File: config.mk
export PLATFORM = sky130hd
export DESIGN_NAME = fifo_wr_arbiter_flat
export DESIGN_NICKNAME = d
export VERILOG_FILES = /design/src/rtl/fifo_wr_arb_pkg.sv /design/src/rtl/fifo_wr_arbiter_if.sv /design/src/rtl/fifo_wr_arbiter_rr_arbiter.sv /design/src/rtl/fifo_wr_arbiter.sv /design/src/flat_wrapper.sv
export SDC_FILE = /design/constraint.sdc
export NUM_CORES = 1
export LEC_CHECK = 0
export BUFFER_PORTS_ARGS = -buffer_cell sky130_fd_sc_hd__buf_4
export CORE_MARGIN = 4
export CORE_UTILIZATION = 45
export CTS_CLUSTER_DIAMETER = 100
export DETAILED_ROUTE_END_ITERATION = 8
export PLACE_DENSITY_LB_ADDON = 0.3
export SYNTH_ARGS = -nofsm -noshare
export SYNTH_HDL_FRONTEND = slang
export SYNTH_SLANG_ARGS = --single-unit
File: constraint.sdc
create_clock -name w_clk -period 2.67 [get_ports w_clk]
set_input_delay 0.1335 -clock w_clk [delete_from_list [all_inputs] [get_ports w_clk]]
set_output_delay 0.1335 -clock w_clk [all_outputs]
set_load 0.005 [all_outputs]
File: src/rtl/fifo_wr_arb_pkg.sv
// Shared types and helpers for the fifo_wr_arbiter write-port scheduler.
package fifo_wr_arb_pkg;

    typedef enum logic {
        IDLE  = 1'b0,
        BURST = 1'b1
    } arb_state_e;

    // Index/counter width that never collapses to zero bits.
    function automatic int cnt_width(input int n);
        return (n <= 2) ? 1 : $clog2(n);
    endfunction

endpackage

File: src/rtl/fifo_wr_arbiter_if.sv
// Requester/FIFO write-side bundle shared by the scheduler and its users.
interface fifo_wr_arbiter_if
    import fifo_wr_arb_pkg::*;
#(
    parameter int NUM_REQ    = 4,
    parameter int DATA_WIDTH = 8
) ();

    localparam int IDW = cnt_width(NUM_REQ);

    logic [NUM_REQ-1:0]            req;
    logic [NUM_REQ*DATA_WIDTH-1:0] req_data;
    logic                          full;
    logic                          w_en;
    logic [DATA_WIDTH-1:0]         w_data;
    logic [NUM_REQ-1:0]            ack;
    logic [NUM_REQ-1:0]            grant;
    logic [IDW-1:0]                grant_id;

    modport master (
        output req, req_data, full,
        input  w_en, w_data, ack, grant, grant_id
    );

    modport slave (
        input  req, req_data, full,
        output w_en, w_data, ack, grant, grant_id
    );

endinterface

File: src/rtl/fifo_wr_arbiter_rr_arbiter.sv
// Combinational round-robin picker: first asserted request after last_id.
module rr_arbiter #(
    parameter int NUM_REQ = 4,
    parameter int IDW     = 2
) (
    input  logic [NUM_REQ-1:0] req_i,
    input  logic [IDW-1:0]     last_id_i,
    output logic               valid_o,
    output logic [IDW-1:0]     winner_id_o,
    output logic [NUM_REQ-1:0] winner_onehot_o
);

    logic [IDW-1:0] idx;

    always_comb begin
        valid_o         = 1'b0;
        winner_id_o     = '0;
        winner_onehot_o = '0;
        idx             = '0;
        for (int i = 1; i <= NUM_REQ; i++) begin
            idx = IDW'((int'(last_id_i) + i) % NUM_REQ);
            if (!valid_o && req_i[idx]) begin
                valid_o              = 1'b1;
                winner_id_o          = idx;
                winner_onehot_o[idx] = 1'b1;
            end
        end
    end

endmodule

File: src/rtl/fifo_wr_arbiter.sv
// Round-robin write-port scheduler for a shared async FIFO (w_clk domain).
// Bounded bursts per grant are enabled by defining FIFO_WR_ARB_BURST_EN.
module fifo_wr_arbiter
    import fifo_wr_arb_pkg::*;
#(
    parameter int NUM_REQ    = 4,
    parameter int DATA_WIDTH = 8,
    parameter int MAX_BURST  = 4
) (
    input logic              w_clk,
    input logic              w_rst,
    fifo_wr_arbiter_if.slave bus
);

    localparam int IDW = cnt_width(NUM_REQ);

    if (NUM_REQ < 2) begin : g_bad_num_req
        $error("NUM_REQ must be at least 2");
    end
    if (MAX_BURST < 1) begin : g_bad_max_burst
        $error("MAX_BURST must be at least 1");
    end

    arb_state_e         state_q;
    logic [NUM_REQ-1:0] grant_q;
    logic [IDW-1:0]     grant_id_q;
    logic [IDW-1:0]     last_id_q;

    logic               arb_valid;
    logic [IDW-1:0]     arb_id;
    logic [NUM_REQ-1:0] arb_onehot;

    logic w_en;
    logic cur_req;
    logic last_word;
    logic grant_end;
    logic port_free;

    rr_arbiter #(
        .NUM_REQ (NUM_REQ),
        .IDW     (IDW)
    ) u_rr (
        .req_i           (bus.req),
        .last_id_i       (last_id_q),
        .valid_o         (arb_valid),
        .winner_id_o     (arb_id),
        .winner_onehot_o (arb_onehot)
    );

    assign w_en      = (|(grant_q & bus.req)) & ~bus.full & ~w_rst;
    assign cur_req   = bus.req[grant_id_q];
    assign grant_end = (state_q == BURST)
                     & (~cur_req | (w_en & last_word));
    // Re-arbitrate on the closing edge so the next winner has no bubble.
    assign port_free = (state_q == IDLE) | grant_end;

    assign bus.w_en     = w_en;
    assign bus.ack      = grant_q & {NUM_REQ{w_en}};
    assign bus.w_data   = bus.req_data[grant_id_q*DATA_WIDTH +: DATA_WIDTH];
    assign bus.grant    = grant_q;
    assign bus.grant_id = grant_id_q;

`ifdef FIFO_WR_ARB_BURST_EN
    localparam int CW = cnt_width(MAX_BURST + 1);

    logic [CW-1:0] burst_cnt_q;
    logic [CW-1:0] burst_cnt_d;

    assign last_word = (burst_cnt_q == CW'(MAX_BURST - 1));

    // Frozen while full because w_en is low then.
    always_comb begin
        burst_cnt_d = burst_cnt_q;
        if (port_free) begin
            burst_cnt_d = '0;
        end else if (w_en) begin
            burst_cnt_d = burst_cnt_q + 1'b1;
        end
    end

    always_ff @(posedge w_clk) begin
        if (w_rst) begin
            burst_cnt_q <= '0;
        end else begin
            burst_cnt_q <= burst_cnt_d;
        end
    end
`else
    assign last_word = 1'b1;
`endif

    always_ff @(posedge w_clk) begin
        if (w_rst) begin
            state_q    <= IDLE;
            grant_q    <= '0;
            grant_id_q <= '0;
            last_id_q  <= IDW'(NUM_REQ - 1);
        end else if (port_free) begin
            if (arb_valid) begin
                state_q    <= BURST;
                grant_q    <= arb_onehot;
                grant_id_q <= arb_id;
                last_id_q  <= arb_id;
            end else begin
                state_q <= IDLE;
                grant_q <= '0;
            end
        end
    end

endmodule

File: src/flat_wrapper.sv
// flat-port wrapper written by rule: the top's interface ports become plain ports
module fifo_wr_arbiter_flat import fifo_wr_arb_pkg::*;
#(
    parameter int NUM_REQ    = 4,
    parameter int DATA_WIDTH = 8,
    parameter int MAX_BURST  = 4
)
  (w_clk, w_rst, bus_req, bus_req_data, bus_full, bus_w_en, bus_w_data, bus_ack, bus_grant, bus_grant_id);
  fifo_wr_arbiter_if #(.NUM_REQ(NUM_REQ), .DATA_WIDTH(DATA_WIDTH)) bus_i ();
  input logic w_clk;
  input logic w_rst;
  input wire logic [$bits(bus_i.req)-1:0] bus_req;
  input wire logic [$bits(bus_i.req_data)-1:0] bus_req_data;
  input wire logic [$bits(bus_i.full)-1:0] bus_full;
  output wire logic [$bits(bus_i.w_en)-1:0] bus_w_en;
  output wire logic [$bits(bus_i.w_data)-1:0] bus_w_data;
  output wire logic [$bits(bus_i.ack)-1:0] bus_ack;
  output wire logic [$bits(bus_i.grant)-1:0] bus_grant;
  output wire logic [$bits(bus_i.grant_id)-1:0] bus_grant_id;
  assign bus_i.req = bus_req;
  assign bus_i.req_data = bus_req_data;
  assign bus_i.full = bus_full;
  assign bus_w_en = bus_i.w_en;
  assign bus_w_data = bus_i.w_data;
  assign bus_ack = bus_i.ack;
  assign bus_grant = bus_i.grant;
  assign bus_grant_id = bus_i.grant_id;
  fifo_wr_arbiter #(.NUM_REQ(NUM_REQ), .DATA_WIDTH(DATA_WIDTH), .MAX_BURST(MAX_BURST)) u_core (.w_clk(w_clk), .w_rst(w_rst), .bus(bus_i));
endmodule
=== After elaboration in Yosys (flattened, before gate mapping) ===
Index checks and enable logic that the tools add are counted.

* Logic and storage cells: 76
* Output and inout port bits: 19
* Bits of input ports: 39
* Register bits after elaboration: 9

* Bitwise gates (word level): 14
* Multiplexer cells: 32
* $lt $le $gt $ge: 9
* Shift operators: 1
* Reductions and logical operators: 12
* Add/subtract/negate cells: 4

{| class="wikitable"
|+ Operators by type and width
! operator !! number
|-
| 32-bit by 6-bit variable part select with 8-bit output || 1
|-
| 4-bit two-way mux || 5
|-
| 2-bit by 3-bit less-than comparator with 1-bit output (second input constant) || 5
|-
| 1-bit two-way mux || 14
|-
| 4-bit bitwise OR || 3
|-
| 1-bit binary-select mux with 2-bit select || 5
|-
| 4-bit AND || 2
|-
| 1-bit demux with 2-bit select || 4
|-
| 2-bit by 1-bit >= comparator with 1-bit output (second input constant) || 4
|-
| 2-bit two-way mux || 4
|-
| 1-bit logical AND || 7
|-
| 2-bit by 1-bit adder with 2-bit output (second input constant) || 2
|-
| 2-bit adder (second input constant) || 2
|-
| 1-bit inverter || 4
|-
| 4-bit OR reduction || 1
|-
| 1-bit AND || 3
|-
| 1-bit logical NOT || 3
|-
| 1-bit bitwise OR || 2
|-
| 2-bit AND reduction || 1
|}

=== Logic depth before layout (Yosys ltp) ===
Gate-level depths: netlist of the first run.

* Depth after elaboration: 14
* Gate-level depth with buffers: 8
* Mapped depth without buffers: 7

=== Cells and area by module ===
From an unflattened synthesis of the first run, not the netlist that was laid out.

* Cells, all modules: 148
* Area total of the unflattened synthesis: 1333.8 µm²

{| class="wikitable"
|+ Modules (own cells, without submodules)
! module !! area an instance (µm²) !! sequential area each (µm²) !! cells each !! times used
|-
| fifo_wr_arbiter || 701.9 || 180.2 || 63 || 1
|-
| rr_arbiter || 631.9 || 0.0 || 85 || 1
|}

=== Least setup slack after synthesis of the first run ===
Ideal clock, no wire load.

* Kind: reg2reg
* Start: register u_core.last_id_q[0]
* End: register u_core.last_id_q[0]
* Setup time: 127 ps
* Data arrival time: 1934 ps
* Slack: 609 ps
* Stages on the path, launching flop included: 9
* Clock period less this slack: 2061 ps
* Buffers on the path: 1
* Cells stage by stage: dfxtp_1 buf_4 inv_1 ha_1 mux2i_1 a211oi_1 a21oi_1 nor2_1 or3_1

* Longest elaborated chain between the ends: 14
* Elaborated cells on any way between the ends: 27
* Classes of those cells: add/sub (4); mux (16); reduce/logical (7)

{| class="wikitable"
|+ RTL lines
! item !! RTL line !! text
|-
| from (decl) || fifo_wr_arbiter.sv:27 || <nowiki>logic [IDW-1:0] last_id_q;</nowiki>
|-
| from (signal assigned) || fifo_wr_arbiter.sv:97 || <nowiki>last_id_q <= IDW'(NUM_REQ - 1);</nowiki>
|-
| from (signal assigned) || fifo_wr_arbiter.sv:103 || <nowiki>last_id_q <= arb_id;</nowiki>
|-
| 2-bit by 1-bit adder with 2-bit output || fifo_wr_arbiter_rr_arbiter.sv:21 || <nowiki>idx = IDW'((int'(last_id_i) + i) % NUM_REQ);</nowiki>
|-
| 1-bit binary-select mux with 2-bit select || fifo_wr_arbiter_rr_arbiter.sv:22 || <nowiki>if (!valid_o && req_i[idx]) begin</nowiki>
|-
| 1-bit two-way mux (implied by the code) || fifo_wr_arbiter_rr_arbiter.sv:22 ||
|-
| 1-bit two-way mux || fifo_wr_arbiter_rr_arbiter.sv:22 ||
|-
| 1-bit logical NOT || fifo_wr_arbiter_rr_arbiter.sv:22 ||
|-
| 1-bit logical AND || fifo_wr_arbiter_rr_arbiter.sv:22 ||
|-
| 1-bit two-way mux || fifo_wr_arbiter_rr_arbiter.sv:22 ||
|-
| 1-bit logical NOT || fifo_wr_arbiter_rr_arbiter.sv:22 ||
|-
| 1-bit logical AND || fifo_wr_arbiter_rr_arbiter.sv:22 ||
|-
| 1-bit two-way mux || fifo_wr_arbiter_rr_arbiter.sv:22 ||
|-
| 1-bit logical NOT || fifo_wr_arbiter_rr_arbiter.sv:22 ||
|-
| 1-bit logical AND || fifo_wr_arbiter_rr_arbiter.sv:22 ||
|-
| 1-bit two-way mux || fifo_wr_arbiter_rr_arbiter.sv:22 ||
|-
| 2-bit AND reduction (no line) || n/a ||
|}

Parallel ways exist; a longest one is shown, timed or not. The select of a mux whose other input is x is not followed.
A chain may end at the register's enable or synchronous reset.

=== Worst setup path after layout of the first run ===
* Start: register u_core.last_id_q[1]
* End: register u_core.grant_q[3], in the netlist u_core.bus.grant[3]

* Longest elaborated chain between the ends: 14
* Elaborated cells on any way between the ends: 50
* Classes of those cells: add/sub (4); order compare (8); mux (25); bitwise (3); reduce/logical (10)

{| class="wikitable"
|+ RTL lines
! item !! RTL line !! text
|-
| branches (longest 13 deep; another with 2-bit by 3-bit less-than comparator with 1-bit output) || n/a ||
|-
| 4-bit two-way mux (*) || fifo_wr_arbiter.sv:99 || <nowiki>if (arb_valid) begin</nowiki>
|-
| to (signal assigned) || fifo_wr_arbiter.sv:101 || <nowiki>grant_q <= arb_onehot;</nowiki>
|-
| to (decl) || fifo_wr_arbiter.sv:25 || <nowiki>logic [NUM_REQ-1:0] grant_q;</nowiki>
|}

Mark *: on every way between the ends. The select of a mux whose other input is x is not followed.

==> impl_metrics.prom, run 1 <==
# TYPE chip_impl_metric gauge
chip_impl_info{name="run_status",value="finished clean"} 1
chip_impl_metric{name="ys_async_sr_fraction",unit="%"} 0
chip_impl_info{name="crit_path_start_kind",value="flop"} 1
chip_impl_metric{name="post_cts_resized",unit=""} 0
chip_impl_info{name="regToRegEndpoint",value="u_core.bus.grant[3]"} 1
chip_impl_metric{name="setup_total_negative_slack",unit="ps"} 0
chip_impl_metric{name="drive_above_1_share",unit="%"} 45.24
chip_impl_info{name="startpoint_of_the_worst_slack_reg_to_reg_timing_path",value="u_core.last_id_q[1]"} 1
chip_impl_metric{name="final_antenna_net_count",unit=""} 0
chip_impl_metric{name="netlist-cell-type-count",unit=""} 35
chip_impl_metric{name="drcViolationCount",unit=""} 0
chip_impl_info{name="cpLargestDelayFamily",value="flip-flops"} 1
chip_impl_metric{name="multi_input_comb_area",unit="um2"} 875.8
chip_impl_metric{name="post-synth-top-area-fraction",unit="%"} 15.95
chip_impl_metric{name="worst_slew_pin_slew",unit="ps"} 626.9
chip_impl_metric{name="numCtsBuffers",unit=""} 3
chip_impl_metric{name="power",unit="mW"} 1.001
chip_impl_metric{name="ir_worst_vdd",unit="V"} 0.0004042
chip_impl_info{name="timing_worst_setup_path_type",value="reg2reg"} 1
chip_impl_metric{name="met2WireLength",unit="mm"} 1.795
chip_impl_metric{name="die_area",unit="mm2"} 0.003376
chip_impl_metric{name="die_extent_in_y",unit="um"} 58.11
chip_impl_metric{name="track_usage",unit="%"} 20.10
chip_impl_metric{name="critPathMaxFanout",unit=""} 10
chip_impl_metric{name="synthCells",unit=""} 113
chip_impl_metric{name="cts_htree_levels",unit=""} 1
chip_impl_metric{name="cts_setup_buffers",unit=""} 0
chip_impl_info{name="hp-start",value="w_rst"} 1
chip_impl_metric{name="static-leakage-power",unit="nW"} 0.7216
chip_impl_metric{name="final.fill_count",unit=""} 200
chip_impl_metric{name="chipWidth",unit="um"} 58.11
chip_impl_metric{name="vias_per_cell",unit=""} 6.148
chip_impl_info{name="yosys-top-cells-count",value="13 x sky130_fd_sc_hd__a21oi_1, 9 x sky130_fd_sc_hd__dfxtp_1, 8 x sky130_fd_sc_hd__ha_1, 8 x sky130_fd_sc_hd__mux4_2, 8 x sky130_fd_sc_hd__nand2_1"} 1
chip_impl_metric{name="cp_data_arrival_time",unit="ps"} 2500
chip_impl_metric{name="fin_skew",unit="ps"} 2.029
chip_impl_metric{name="initial_core_util",unit="%"} 49.18
chip_impl_metric{name="ff2ff_path_depth",unit=""} 7
chip_impl_metric{name="std_cell_rows",unit=""} 17
chip_impl_info{name="synth-main-ff-cell",value="sky130_fd_sc_hd__dfxtp_1"} 1
chip_impl_metric{name="synth_area",unit="mm2"} 0.001130
chip_impl_metric{name="drt_iter0_markers",unit=""} 42
chip_impl_metric{name="detailedRoute.firstPassIterationCount",unit=""} 4
chip_impl_info{name="holdPathEnd",value="u_core.bus.grant_id[1]"} 1
chip_impl_metric{name="finalNonFillerCells",unit=""} 196
chip_impl_metric{name="routedLengthMet1",unit="mm"} 1.180
chip_impl_metric{name="share_seq_of_total_power",unit="%"} 21.7
chip_impl_info{name="maxUsedRoutingLayer",value="met4"} 1
chip_impl_metric{name="synth-seq-cells",unit=""} 9
chip_impl_metric{name="maxSlewViolCount",unit=""} 0
chip_impl_metric{name="design.final.nets",unit=""} 216
chip_impl_metric{name="slew-limit-headroom",unit="%"} 57.82
chip_impl_metric{name="finalCriticalPeriod",unit="ps"} 2335
chip_impl_metric{name="max_cap_viol_count",unit=""} 0
chip_impl_metric{name="power_switching",unit="uW"} 409.3
chip_impl_metric{name="worst_hold_path.num_cells",unit=""} 2
chip_impl_metric{name="antenna_found_initial",unit=""} 0
chip_impl_info{name="synth_area_leaders",value="sky130_fd_sc_hd__dfxtp_1 16%, sky130_fd_sc_hd__mux4_2 16%, sky130_fd_sc_hd__mux4_1 9.3%"} 1
chip_impl_metric{name="hpwlAfterDp",unit="mm"} 2.619
chip_impl_metric{name="synth_area_per_cell",unit="um2"} 9.999
chip_impl_metric{name="routed_wl",unit="mm"} 3.321
chip_impl_metric{name="wl_met3",unit="um"} 270
chip_impl_metric{name="grt_first_pass_wirelength",unit="mm"} 5.382
chip_impl_metric{name="power.clock.fraction",unit="%"} 11.0
chip_impl_metric{name="ys_warn_count",unit=""} 0
chip_impl_info{name="post-synth-top-count-cell",value="sky130_fd_sc_hd__a21oi_1"} 1
chip_impl_metric{name="numClockSinks",unit=""} 9
chip_impl_metric{name="cp_data_required_time",unit="ps"} 2830
chip_impl_metric{name="antennaDiodeCount",unit=""} 0
chip_impl_metric{name="clk_transition_reported_paths",unit="ps"} 70
chip_impl_metric{name="rrSetupSlack",unit="ps"} 330
chip_impl_info{name="cts_root_buf",value="sky130_fd_sc_hd__clkbuf_4"} 1
chip_impl_metric{name="grt_pass1_vias",unit=""} 1232
chip_impl_metric{name="placed_cells_incl_taps",unit=""} 192
chip_impl_info{name="timing.hold.worst.class",value="in2reg"} 1
chip_impl_metric{name="ioPinCount",unit=""} 58
chip_impl_metric{name="syn_nets",unit=""} 160
chip_impl_metric{name="layout-area-overhead-vs-synth",unit="%"} 39.76
chip_impl_metric{name="synth_edf_count",unit=""} 0
chip_impl_metric{name="final_hold_viol_count",unit=""} 0
chip_impl_metric{name="ys_seq_area_share",unit="%"} 15.95
chip_impl_metric{name="largest_net_degree_at_the_start_of_global_routing",unit=""} 16
chip_impl_metric{name="core_area",unit="mm2"} 0.002297
chip_impl_metric{name="period_share",unit="%"} 87.46
chip_impl_metric{name="critPathMaxStageDelay",unit="ps"} 520
chip_impl_metric{name="place_congestion",unit=""} 0.8335
chip_impl_info{name="synth_top_cell_by_area",value="sky130_fd_sc_hd__dfxtp_1"} 1
chip_impl_metric{name="power_per_cell_area",unit="mW/mm2"} 634.0
chip_impl_metric{name="via_count",unit=""} 1205
chip_impl_info{name="endpoint_kind",value="flop"} 1
chip_impl_info{name="tritoncts",value="yes"} 1
chip_impl_metric{name="grt_remaining_overflow",unit=""} 0
chip_impl_info{name="grt_setup_unrepaired",value="no"} 1
chip_impl_metric{name="ctsHoldBuffers",unit=""} 0
chip_impl_metric{name="routedWlPerCell",unit="um"} 16.94
chip_impl_metric{name="clockBufferDepth",unit=""} 2
chip_impl_metric{name="cellInternalPower",unit="uW"} 591.7
chip_impl_info{name="cp_slowest_cell",value="sky130_fd_sc_hd__dfxtp_1"} 1
chip_impl_metric{name="portBuffers",unit=""} 57
chip_impl_metric{name="clock_latency_at_the_later_pin_of_the_worst_skew_pair",unit="ps"} 260
chip_impl_metric{name="setup_viol",unit=""} 0
chip_impl_metric{name="fmax",unit="MHz"} 428.2
chip_impl_metric{name="timing.critical_path.buf_inv",unit=""} 1
chip_impl_metric{name="power.share.switching",unit="%"} 40.89
chip_impl_metric{name="comb_power_share",unit="%"} 67.2
chip_impl_info{name="timing.critical_path.cells",value="inv_1 > ha_1 > mux2i_1 > mux2_2 > a2bb2oi_1 > a21oi_1 > o31ai_1"} 1
chip_impl_metric{name="regArea",unit="um2"} 180.2
[registers in the layout, summed over array words and instances (netlist names)]
name	cells
u_core.bus.grant	4
u_core.bus.grant_id	2
u_core.last_id_q	2
u_core.state_q	1
[power groups by stage]
stage | combinational [mW] | sequential (mW) | clock (mW)
floorplan | 0.444 | 0.213 | 0
global placement | 0.642 | 0.217 | 0
detailed placement | 0.665 | 0.222 | 0
CTS | 0.669 | 0.218 | 0.111
global route | 0.733 | 0.225 | 0.115
finish | 0.673 | 0.217 | 0.111
[final cells by class]
class | instances | share of cell area [%]
timing repair buffer | 59 | 28.05
multi-input combinational | 91 | 55.47
inverter | 5 | 1.189
sequential | 9 | 11.41
tap | 28 | 2.219
clock buffer | 4 | 1.664
[worst max-delay path by stage]
stage	from	end	slack, ps	depth (start not counted)
after CTS	u_core.last_id_q[1]	u_core.last_id_q[0]	370	7
final	u_core.last_id_q[1]	u_core.bus.grant[3]	330	7
after global routing	u_core.last_id_q[1]	u_core.bus.grant[3]	120	7
after detailed placement	u_core.last_id_q[1]	u_core.bus.grant[3]	420	7
after floorplan	u_core.last_id_q[0]	u_core.last_id_q[0]	610	8
after global placement	u_core.last_id_q[1]	u_core.last_id_q[0]	580	7
[cells in the final DEF (no fill, tap or decap), drive strengths merged]
master and n:
buf 59, o31a 1, mux4 12, nand3b 4, nor4 2, ha 8, a211oi 4, o211ai 2
o31ai 5, o211a 1, inv 5, o41ai 1, o22ai 1, clkbuf 4, nor3 2, and3b 2
or3 1, dfxtp 9, nor2 7, mux2i 4, nor3b 1, a2bb2oi 4, a22oi 2, nand2b 1
nand2 8, and2 4, mux2 1, a21oi 13
[logic make-up (layout without fill, tap and decap cells)]
logic type      count (synthesis)  after routing  share of synthesized area (%)
compound gates                 34             34                          23.59
simple gates                   32             32                          15.28
mux                            17             17                          29.79
buf+inv                        13             68                          6.533
flops                           9              9                          15.95
fa+ha+maj                       8              8                          8.860
[through the flow]
stage               worst slack, ps  utilization (%)  instance area, um2  hold slack (ps)
finish                        334.9            68.74                1579            140.6
global route                  120.3            68.74                1579            144.7
CTS                           374.2            68.74                1579            138.6
detailed placement            415.4            67.59                1553            417.6
global placement              576.5            67.59                1553            408.4
floorplan                     608.7                -                1130            300.4
[per-layer routing]
layer / GRT usage, % / vias up
li1: - / 553
met1: 23.01 / 572
met2: 36.94 / 68
met3: 5.345 / 12
met4: 4.636 / 0
met5: 0 / -
Power figures use the tool's default switching activity.
==> run 2, diff against run 1 <==
CORE_MARGIN = 2   (was 4)
CTS_CLUSTER_SIZE = 25   (was unset)
==> impl_metrics.prom, run 2 (synthesized netlist as in run 1, its figures left out) <==
# TYPE chip_impl_metric gauge
chip_impl_info{name="run_status",value="finished clean"} 1
chip_impl_metric{name="power.share.switching",unit="%"} 40.06
chip_impl_metric{name="ir_worst_vdd",unit="V"} 0.0003672
chip_impl_metric{name="clock_latency_at_the_later_pin_of_the_worst_skew_pair",unit="ps"} 270
chip_impl_metric{name="cp_data_arrival_time",unit="ps"} 2480
chip_impl_metric{name="grt_remaining_overflow",unit=""} 0
chip_impl_metric{name="drt_iter0_markers",unit=""} 37
chip_impl_metric{name="power_switching",unit="uW"} 394.4
chip_impl_metric{name="share_seq_of_total_power",unit="%"} 22.5
chip_impl_metric{name="period_share",unit="%"} 87.00
chip_impl_metric{name="cts_setup_buffers",unit=""} 0
chip_impl_metric{name="setup_viol",unit=""} 0
chip_impl_metric{name="routedWlPerCell",unit="um"} 15.69
chip_impl_metric{name="portBuffers",unit=""} 57
chip_impl_metric{name="critPathMaxFanout",unit=""} 10
chip_impl_metric{name="drive_above_1_share",unit="%"} 45.24
chip_impl_metric{name="timing.critical_path.buf_inv",unit=""} 1
chip_impl_metric{name="worst_slew_pin_slew",unit="ps"} 581.2
chip_impl_info{name="grt_setup_unrepaired",value="no"} 1
chip_impl_metric{name="place_congestion",unit=""} 0.8508
chip_impl_metric{name="design.final.nets",unit=""} 216
chip_impl_info{name="endpoint_kind",value="flop"} 1
chip_impl_metric{name="max_cap_viol_count",unit=""} 0
chip_impl_metric{name="initial_core_util",unit="%"} 46.45
chip_impl_metric{name="setup_total_negative_slack",unit="ps"} 0
chip_impl_metric{name="via_count",unit=""} 1145
chip_impl_metric{name="post_cts_resized",unit=""} 0
chip_impl_metric{name="die_area",unit="mm2"} 0.002927
chip_impl_metric{name="antennaDiodeCount",unit=""} 0
chip_impl_metric{name="maxSlewViolCount",unit=""} 0
chip_impl_info{name="mostFrequentLayoutCell",value="sky130_fd_sc_hd__buf_4"} 1
chip_impl_metric{name="fin_skew",unit="ps"} 3.103
chip_impl_metric{name="vias_per_cell",unit=""} 5.783
chip_impl_metric{name="ioPinCount",unit=""} 58
chip_impl_metric{name="hpwlAfterDp",unit="mm"} 2.414
chip_impl_info{name="cts_root_buf",value="sky130_fd_sc_hd__clkbuf_4"} 1
chip_impl_metric{name="finalNonFillerCells",unit=""} 198
chip_impl_metric{name="clk_transition_reported_paths",unit="ps"} 60
chip_impl_metric{name="final_antenna_net_count",unit=""} 0
chip_impl_metric{name="std_cell_rows",unit=""} 18
chip_impl_info{name="timing_worst_setup_path_type",value="reg2reg"} 1
chip_impl_metric{name="grt_pass1_vias",unit=""} 997
chip_impl_metric{name="comb_power_share",unit="%"} 66.5
chip_impl_metric{name="power.clock.fraction",unit="%"} 11.0
chip_impl_metric{name="slew-limit-headroom",unit="%"} 60.83
chip_impl_metric{name="fmax",unit="MHz"} 430.5
chip_impl_metric{name="cts_htree_levels",unit=""} 1
chip_impl_metric{name="die_extent_in_y",unit="um"} 54.11
chip_impl_info{name="timing.hold.worst.class",value="in2reg"} 1
chip_impl_info{name="tritoncts",value="yes"} 1
chip_impl_metric{name="static-leakage-power",unit="nW"} 0.7216
chip_impl_metric{name="power_per_cell_area",unit="mW/mm2"} 622.5
chip_impl_metric{name="chipWidth",unit="um"} 54.11
chip_impl_metric{name="cellInternalPower",unit="uW"} 590.1
chip_impl_metric{name="place_area",unit="mm2"} 0.001555
chip_impl_metric{name="clockBufferDepth",unit=""} 2
chip_impl_info{name="cp_slowest_cell",value="sky130_fd_sc_hd__dfxtp_1"} 1
chip_impl_metric{name="fin_util",unit="%"} 65.02
chip_impl_metric{name="largest_net_degree_at_the_start_of_global_routing",unit=""} 16
chip_impl_metric{name="routed_wl",unit="mm"} 3.106
chip_impl_metric{name="final_hold_viol_count",unit=""} 0
chip_impl_metric{name="core_area",unit="mm2"} 0.002432
chip_impl_info{name="layout.cells.most_common_list",value="59 x sky130_fd_sc_hd__buf_4, 13 x sky130_fd_sc_hd__a21oi_1, 9 x sky130_fd_sc_hd__dfxtp_1"} 1
chip_impl_metric{name="track_usage",unit="%"} 21.80
chip_impl_metric{name="antenna_found_initial",unit=""} 0
chip_impl_metric{name="grt_first_pass_wirelength",unit="mm"} 4.554
chip_impl_info{name="cpLargestDelayFamily",value="flip-flops"} 1
chip_impl_metric{name="placed_cells_incl_taps",unit=""} 194
chip_impl_info{name="crit_path_start_kind",value="flop"} 1
chip_impl_metric{name="finalCriticalPeriod",unit="ps"} 2323
chip_impl_metric{name="critPathMaxStageDelay",unit="ps"} 540
chip_impl_metric{name="ctsHoldBuffers",unit=""} 0
chip_impl_metric{name="numCtsBuffers",unit=""} 3
chip_impl_metric{name="drcViolationCount",unit=""} 0
chip_impl_metric{name="numClockSinks",unit=""} 9
chip_impl_metric{name="largest_register_ffs",unit=""} 4
chip_impl_metric{name="fin_area",unit="mm2"} 0.001582
chip_impl_metric{name="layout-area-overhead-vs-synth",unit="%"} 39.98
chip_impl_info{name="timing.critical_path.cells",value="inv_1 > ha_1 > mux2i_1 > a211oi_1 > a21oi_1 > nor2_1 > or3_1"} 1
chip_impl_metric{name="detailedRoute.firstPassIterationCount",unit=""} 4
chip_impl_metric{name="cp_data_required_time",unit="ps"} 2820
[run 2: final timing paths]
| kind | cells past startpoint | slack [ps] | end | startpoint |
|---|---|---|---|---|
| min reg2reg | 2 | 500 | u_core.bus.grant[3] | u_core.bus.grant[3] |
| max | 7 | 350 | u_core.last_id_q[0] | u_core.last_id_q[1] |
| min | 2 | 140 | u_core.bus.grant_id[1] | w_rst |
| max reg2reg | 7 | 350 | u_core.last_id_q[0] | u_core.last_id_q[1] |
[run 2: worst register-to-register path: cells and delay by family, from the launching register on]
kind | cells | cell delay [ps]
mux | 1 | 280
simple gates | 2 | 400
buf+inv | 1 | 230
compound gates | 2 | 310
flops | 1 | 540
fa+ha+maj | 1 | 440
[run 2: power by group through the flow]
stage	clock, mW	combinational [mW]	sequential, mW
finish	0.109	0.654	0.221
global route	0.118	0.722	0.229
CTS	0.110	0.654	0.221
detailed placement	0	0.652	0.225
global placement	0	0.635	0.219
floorplan	0	0.444	0.213
[run 2: stage by stage]
stage	hold slack, ps	setup slack [ps]	power [mW]
floorplan	300.4	608.7	0.6575
global placement	406.4	542.7	0.8544
detailed placement	419.4	403.7	0.8767
CTS	133.4	394.2	0.9853
global route	137.3	188.4	1.069
finish	142.3	347.2	0.9845
[run 2: cell type report]
| cell class | instances | area (um2) |
|---|---|---|
| multi-input combinational | 91 | 875.8 |
| fill | 210 | 850.8 |
| timing repair buffer | 59 | 442.9 |
| sequential | 9 | 180.2 |
| tap | 30 | 37.54 |
| clock buffer | 4 | 26.28 |
| inverter | 5 | 18.77 |
[run 2: metal layers]
metal	wire [um]	part of all wire, %	vias up	global-route usage (%)
li1	-	-	555	-
met1	1327	43	538	27.69
met2	1458	47	48	35.37
met3	281	9.0	4	5.278
met4	39	1.3	0	8.750
met5	0	0	-	0
